$ cat config.mk
export PLATFORM = sky130hd
export DESIGN_NAME = id_ex_stage
export DESIGN_NICKNAME = d
export VERILOG_FILES = /design/src/rtl/id_ex_stage_pkg.sv /design/src/rtl/id_ex_stage_fwd_mux.sv /design/src/rtl/id_ex_stage.sv
export SDC_FILE = /design/constraint.sdc
export NUM_CORES = 1
export LEC_CHECK = 0
export CAP_MARGIN = 20
export CORE_MARGIN = 3
export CORE_UTILIZATION = 44
export DETAILED_ROUTE_END_ITERATION = 10
export PLACE_DENSITY_LB_ADDON = 0.3
export SLEW_MARGIN = 0
export SYNTH_ARGS = -nofsm -noshare
export SYNTH_HDL_FRONTEND = slang
export SYNTH_SLANG_ARGS = --single-unit
$ cat constraint.sdc
create_clock -name clk -period 5.6 [get_ports clk]
set_clock_uncertainty 0.1 [all_clocks]
set_input_delay 1.68 -clock clk [delete_from_list [all_inputs] [get_ports clk]]
set_output_delay 1.68 -clock clk [all_outputs]
set_load 0.02 [all_outputs]
$ cat src/rtl/id_ex_stage_pkg.sv
// Shared definitions for the ID/EX pipeline register: datapath widths and ALU op encodings.
package id_ex_stage_pkg;

  localparam int XLEN = 32;
  localparam int RA_W = 5;

  typedef enum logic [3:0] {
    ALU_AND = 4'd0,
    ALU_OR  = 4'd1,
    ALU_ADD = 4'd2,
    ALU_SUB = 4'd3,
    ALU_SEQ = 4'd4,
    ALU_SLL = 4'd5,
    ALU_SRL = 4'd6,
    ALU_XOR = 4'd7
  } alu_op_e;

endpackage

$ cat src/rtl/id_ex_stage_fwd_mux.sv
// Operand forwarding mux: MEM result beats WB result, which beats the register-file value.
module fwd_mux #(
  parameter int XLEN = id_ex_stage_pkg::XLEN,
  parameter int RA_W = id_ex_stage_pkg::RA_W
) (
  input  logic [RA_W-1:0] src_addr,
  input  logic [XLEN-1:0] reg_data,
  input  logic [RA_W-1:0] mem_rd_addr,
  input  logic            mem_reg_write,
  input  logic [XLEN-1:0] mem_result,
  input  logic [RA_W-1:0] wb_rd_addr,
  input  logic            wb_reg_write,
  input  logic [XLEN-1:0] wb_result,
  output logic [XLEN-1:0] data
);
  import id_ex_stage_pkg::*;

  // x0 is hardwired to zero, so a pending write to it must never be forwarded
  always_comb begin
    data = reg_data;
    if (src_addr != '0) begin
      if (mem_reg_write && (mem_rd_addr == src_addr)) begin
        data = mem_result;
      end else if (wb_reg_write && (wb_rd_addr == src_addr)) begin
        data = wb_result;
      end
    end
  end

endmodule

$ cat src/rtl/id_ex_stage.sv
// ID/EX pipeline register with valid/ready handshake, load-use stall, flush and
// forwarded ALU operands.
module id_ex_stage #(
  parameter int XLEN = id_ex_stage_pkg::XLEN,
  parameter int RA_W = id_ex_stage_pkg::RA_W
) (
  input  logic            clk,
  input  logic            rst,
  input  logic            id_valid,
  output logic            id_ready,
  input  logic [RA_W-1:0] id_rs1_addr,
  input  logic [RA_W-1:0] id_rs2_addr,
  input  logic [RA_W-1:0] id_rd_addr,
  input  logic [XLEN-1:0] id_rs1_data,
  input  logic [XLEN-1:0] id_rs2_data,
  input  logic [XLEN-1:0] id_imm,
  input  logic            id_use_imm,
  input  logic [3:0]      id_alu_control,
  input  logic            id_reg_write,
  input  logic            id_mem_read,
  input  logic [RA_W-1:0] mem_rd_addr,
  input  logic [RA_W-1:0] wb_rd_addr,
  input  logic            mem_reg_write,
  input  logic            wb_reg_write,
  input  logic [XLEN-1:0] mem_result,
  input  logic [XLEN-1:0] wb_result,
  output logic            stg_en,
  output logic [XLEN-1:0] in1,
  output logic [XLEN-1:0] in2,
  output logic [3:0]      alu_control,
  input  logic            ex_ready,
  output logic [RA_W-1:0] ex_rd_addr,
  output logic            ex_reg_write,
  output logic            ex_mem_read,
  input  logic            flush
);
  import id_ex_stage_pkg::*;

  logic            ex_valid;
  logic [RA_W-1:0] ex_rs1_addr;
  logic [RA_W-1:0] ex_rs2_addr;
  logic [XLEN-1:0] ex_rs1_data;
  logic [XLEN-1:0] ex_rs2_data;
  logic [XLEN-1:0] ex_imm;
  logic            ex_use_imm;
  logic            ex_reg_write_q;
  logic            ex_mem_read_q;
  logic            load_use;
  logic            capture;
  logic [XLEN-1:0] rs2_fwd;

  // A load in EX cannot forward its data yet, so a dependent instruction must wait a cycle
  assign load_use = ex_valid && ex_mem_read_q && (ex_rd_addr != '0) &&
                    ((ex_rd_addr == id_rs1_addr) ||
                     (!id_use_imm && (ex_rd_addr == id_rs2_addr)));

  assign id_ready = (!ex_valid || ex_ready) && !load_use;
  assign capture  = id_valid && id_ready && !flush;

  always_ff @(posedge clk or posedge rst) begin
    if (rst) begin
      ex_valid       <= 1'b0;
      ex_rs1_addr    <= '0;
      ex_rs2_addr    <= '0;
      ex_rd_addr     <= '0;
      ex_rs1_data    <= '0;
      ex_rs2_data    <= '0;
      ex_imm         <= '0;
      ex_use_imm     <= 1'b0;
      alu_control    <= '0;
      ex_reg_write_q <= 1'b0;
      ex_mem_read_q  <= 1'b0;
    end else if (flush) begin
      ex_valid <= 1'b0;
    end else if (capture) begin
      ex_valid       <= 1'b1;
      ex_rs1_addr    <= id_rs1_addr;
      ex_rs2_addr    <= id_rs2_addr;
      ex_rd_addr     <= id_rd_addr;
      ex_rs1_data    <= id_rs1_data;
      ex_rs2_data    <= id_rs2_data;
      ex_imm         <= id_imm;
      ex_use_imm     <= id_use_imm;
      alu_control    <= id_alu_control;
      ex_reg_write_q <= id_reg_write;
      ex_mem_read_q  <= id_mem_read;
    end else if (ex_ready) begin
      ex_valid <= 1'b0;
    end
  end

  assign stg_en       = ex_valid;
  assign ex_reg_write = ex_reg_write_q && ex_valid;
  assign ex_mem_read  = ex_mem_read_q && ex_valid;

  fwd_mux #(.XLEN(XLEN), .RA_W(RA_W)) u_fwd_rs1 (
    .src_addr      (ex_rs1_addr),
    .reg_data      (ex_rs1_data),
    .mem_rd_addr   (mem_rd_addr),
    .mem_reg_write (mem_reg_write),
    .mem_result    (mem_result),
    .wb_rd_addr    (wb_rd_addr),
    .wb_reg_write  (wb_reg_write),
    .wb_result     (wb_result),
    .data          (in1)
  );

  fwd_mux #(.XLEN(XLEN), .RA_W(RA_W)) u_fwd_rs2 (
    .src_addr      (ex_rs2_addr),
    .reg_data      (ex_rs2_data),
    .mem_rd_addr   (mem_rd_addr),
    .mem_reg_write (mem_reg_write),
    .mem_result    (mem_result),
    .wb_rd_addr    (wb_rd_addr),
    .wb_reg_write  (wb_reg_write),
    .wb_result     (wb_result),
    .data          (rs2_fwd)
  );

  assign in2 = ex_use_imm ? ex_imm : rs2_fwd;

endmodule

==> results.sh <==
export IMPL_clock_sinks=119
export IMPL_fin_nets=1090
export IMPL_design_area_sq_mm=0.0103
export IMPL_hp_class="flip-flop to flip-flop"
export IMPL_wl_met3_mm=1.75
export IMPL_detailed_place_hpwl_mm=15.8
export IMPL_cts_buffers=17
export IMPL_worst_ep_required_time_ns=3.82
export IMPL_netlist_area_sq_mm=0.00660
export IMPL_status="complete, no violations"
export IMPL_grt_pass1_vias=6745
export IMPL_diodes=0
export IMPL_cts_tree="yes"
export IMPL_start_util=0.453
export IMPL_clkLatencyLatePin_ns=0.41
export IMPL_p_total_uw=3310
export IMPL_ys_warn_count=0
export IMPL_avgSynthCellArea_sq_um=10.9
export IMPL_worstPathMaxFanout=9
export IMPL_synthCells=603
export IMPL_grt_ovfl_total=0
export IMPL_worstHoldPathCells=1
export IMPL_ctsLongestPathBuffers=2
export IMPL_clockRootBuffer="clkbuf_16"
export IMPL_reg2reg_to="ex_imm[3]$_DFFE_PP0P_"
export IMPL_synth_nets=802
export IMPL_ys_seq_area_frac=0.451
export IMPL_r2r_setup_slack_ns=2.88
export IMPL_drt_iter0_markers=341
export IMPL_vias=6171
export IMPL_r2r_worst_path_cells=5
export IMPL_route_met2_wl_mm=11.8
export IMPL_p_per_area_mw_per_mm2=322
export IMPL_arrival_ns=3.80
export IMPL_fin_crit_ns=5.58
export IMPL_cp_start_kind="primary input"
export IMPL_placed_cell_area_sq_mm=0.00972
export IMPL_ys_seq_elements=119
export IMPL_cp_end_kind="primary output"
export IMPL_grt_total_usage=0.266
export IMPL_dieWidth_um=129
export IMPL_finalMaxSlewViolations=0
export IMPL_grt_max_degree=65
export IMPL_grt_setup_unrepaired="yes"
export IMPL_ioPinCount=276
export IMPL_setup_violations=0
export IMPL_die_area_sq_mm=0.0165
export IMPL_fmax_mhz=179
export IMPL_top_layer_used="met4"
export IMPL_numPortBuffers=275
export IMPL_nFillCells=1034
export IMPL_place_congestion=0.876
export IMPL_p_leak_uw=0.00437
export IMPL_reg2reg_from="ex_rd_addr[1]$_DFFE_PP0P_"
export IMPL_syn_to_final_growth_pct=56.1
export IMPL_worst_ir_drop_vdd_v=0.000198
export IMPL_hp_start="ex_imm[19]$_DFFE_PP0P_"
export IMPL_htreeDepth=4
export IMPL_path_class="primary input to primary output"
export IMPL_firstDrtPassIters=5
export IMPL_rows=44
export IMPL_antenna_found_initial=0
export IMPL_relSlewSlack=0.473
export IMPL_viasPerCell=5.67
export IMPL_layout_drive_gt1_share=0.269
export IMPL_routed_wirelength_mm=22.4
export IMPL_die_h_um=129
export IMPL_holdBufCountCts=0
export IMPL_clkTransAtPathRegs_ns=0.05
export IMPL_hold_viol=0
export IMPL_synth_distinct_cells=31
export IMPL_grt_pass1_wl_mm=34.4
export IMPL_coreArea_sq_mm=0.0146
export IMPL_hold_end="ex_imm[19]$_DFFE_PP0P_"
export IMPL_max_cap_viol_count=0
export IMPL_m1WireLength_mm=8.44
export IMPL_drc=0
export IMPL_ant_nets=0
export IMPL_wire_per_inst_um=20.6
export IMPL_fin_crit_sh=0.997
export IMPL_tightest_slew_ns=0.789
## routing by layer
layer / GRT usage / up-vias
met3: 0.0735 / 40
met2: 0.470 / 287
met4: 0.109 / 0
li1: - / 2798
met5: 0 / -
met1: 0.303 / 3046
## synth_stat cells, drive strengths merged
cell	count	area share
or4	3	0.0034
xor2	17	0.023
nand4	1	0.00095
nand2b	4	0.0038
o21a	1	0.0011
xnor2	13	0.017
buf	23	0.020
nor3	33	0.025
o32ai	1	0.0013
a221oi	64	0.085
nand3	2	0.0015
mux2	117	0.20
and3	2	0.0019
nand2	3	0.0017
inv	66	0.038
clkbuf	21	0.012
nor2b	1	0.00095
a21o	1	0.0011
nor3b	1	0.0011
nor2	34	0.019
o22ai	33	0.031
nor4	4	0.0038
a21oi	2	0.0032
dfrtp	119	0.45
mux2i	33	0.050
and2	4	0.0038
## state kept, by name, summed over array words and instances (netlist names)
name and count:
stg_en 1, ex_mem_read_q 1, ex_imm 32, alu_control 4
ex_rs2_data 32, ex_reg_write_q 1, ex_rs1_data 32, ex_use_imm 1
ex_rs1_addr 5, ex_rd_addr 5, ex_rs2_addr 5
## repair_timing
item	CTS	global route
setup endpoints to repair	64	58
setup buffers	4	3
gates cloned	2	1
resized for setup	285	66
pin swaps	1	3
## cell usage in the layout (no fill, tap or decap), types with 10 or more instances in the layout
cell type	synthesis	final
buf_4	1	29
buf_2	15	49
mux2_1	30	30
dfrtp_1	119	119
xnor2_1	13	13
mux2_2	87	87
inv_1	66	65
o22ai_1	33	33
a221oi_2	0	16
a221oi_1	64	48
buf_12	0	10
clkdlybuf4s50_1	0	205
xor2_1	17	17
clkbuf_16	0	18
nor2_1	34	33
nor3_1	33	32
mux2i_1	33	33
## worst max-delay path: stages
cell             delay (ns)
clkdlybuf4s50_1        0.47
xor2_1                 0.17
nor4_1                 0.30
and3_4                 0.32
buf_12                 0.16
mux2i_1                0.08
a221oi_1               0.30
clkdlybuf4s15_2        0.32
## cell type report
class                   count  area [sq um]  area share
clock buffers              25           515      0.0500
clock inverters             7          90.1     0.00874
inverters                  66           250      0.0243
multi-input cells         374          3310       0.321
flip-flops and latches    119          2980       0.289
well taps                 184           230      0.0223
repair buffers            313          2930       0.284
## report_power, final
group          switching (uW)  internal, uW  leakage [uW]
Sequential                115          1010       0.00140
Clock                     371           723      0.000295
Combinational             547           545       0.00268
## stage by stage
stage                      util  worst slack, ns  setup TNS, ns  hold slack (ns)  std cells
after global routing      0.707          -0.0733         -0.995            0.399       1088
final                     0.707           0.0188              0            0.389       1088
after detailed placement  0.666           -0.506         -24.31            0.380       1046
after CTS                 0.715          0.00166              0            0.394       1084
after floorplan               -            0.456              0            0.358        603
after global placement    0.666           -0.488         -22.31            0.371       1046
## how the worst max path moves through the flow
stage / from / to / slack [ns] / depth (start not counted)
2_1_floorplan: mem_rd_addr[1] / in1[21] / 0.46 / 6
3_3_place_gp: mem_rd_addr[1] / in2[30] / -0.49 / 9
3_5_place_dp: mem_rd_addr[1] / in2[30] / -0.51 / 9
4_1_cts: wb_rd_addr[1] / in1[27] / 0.002 / 8
5_1_grt: wb_rd_addr[0] / in2[25] / -0.07 / 8
6_report: wb_rd_addr[0] / in2[12] / 0.02 / 8
## logic make-up (layout without fill, tap and decap cells)
logic type / Yosys count / after routing / share of synthesized area
XOR/XNOR: 30 / 30 / 0.0398
AO/OA/AOI/OAI: 102 / 102 / 0.123
AND/OR/NAND/NOR: 92 / 92 / 0.0673
multiplexers: 150 / 150 / 0.250
flip-flops: 119 / 119 / 0.451
buffers and inverters: 110 / 411 / 0.0694
(Power assumes the default switching activity.)
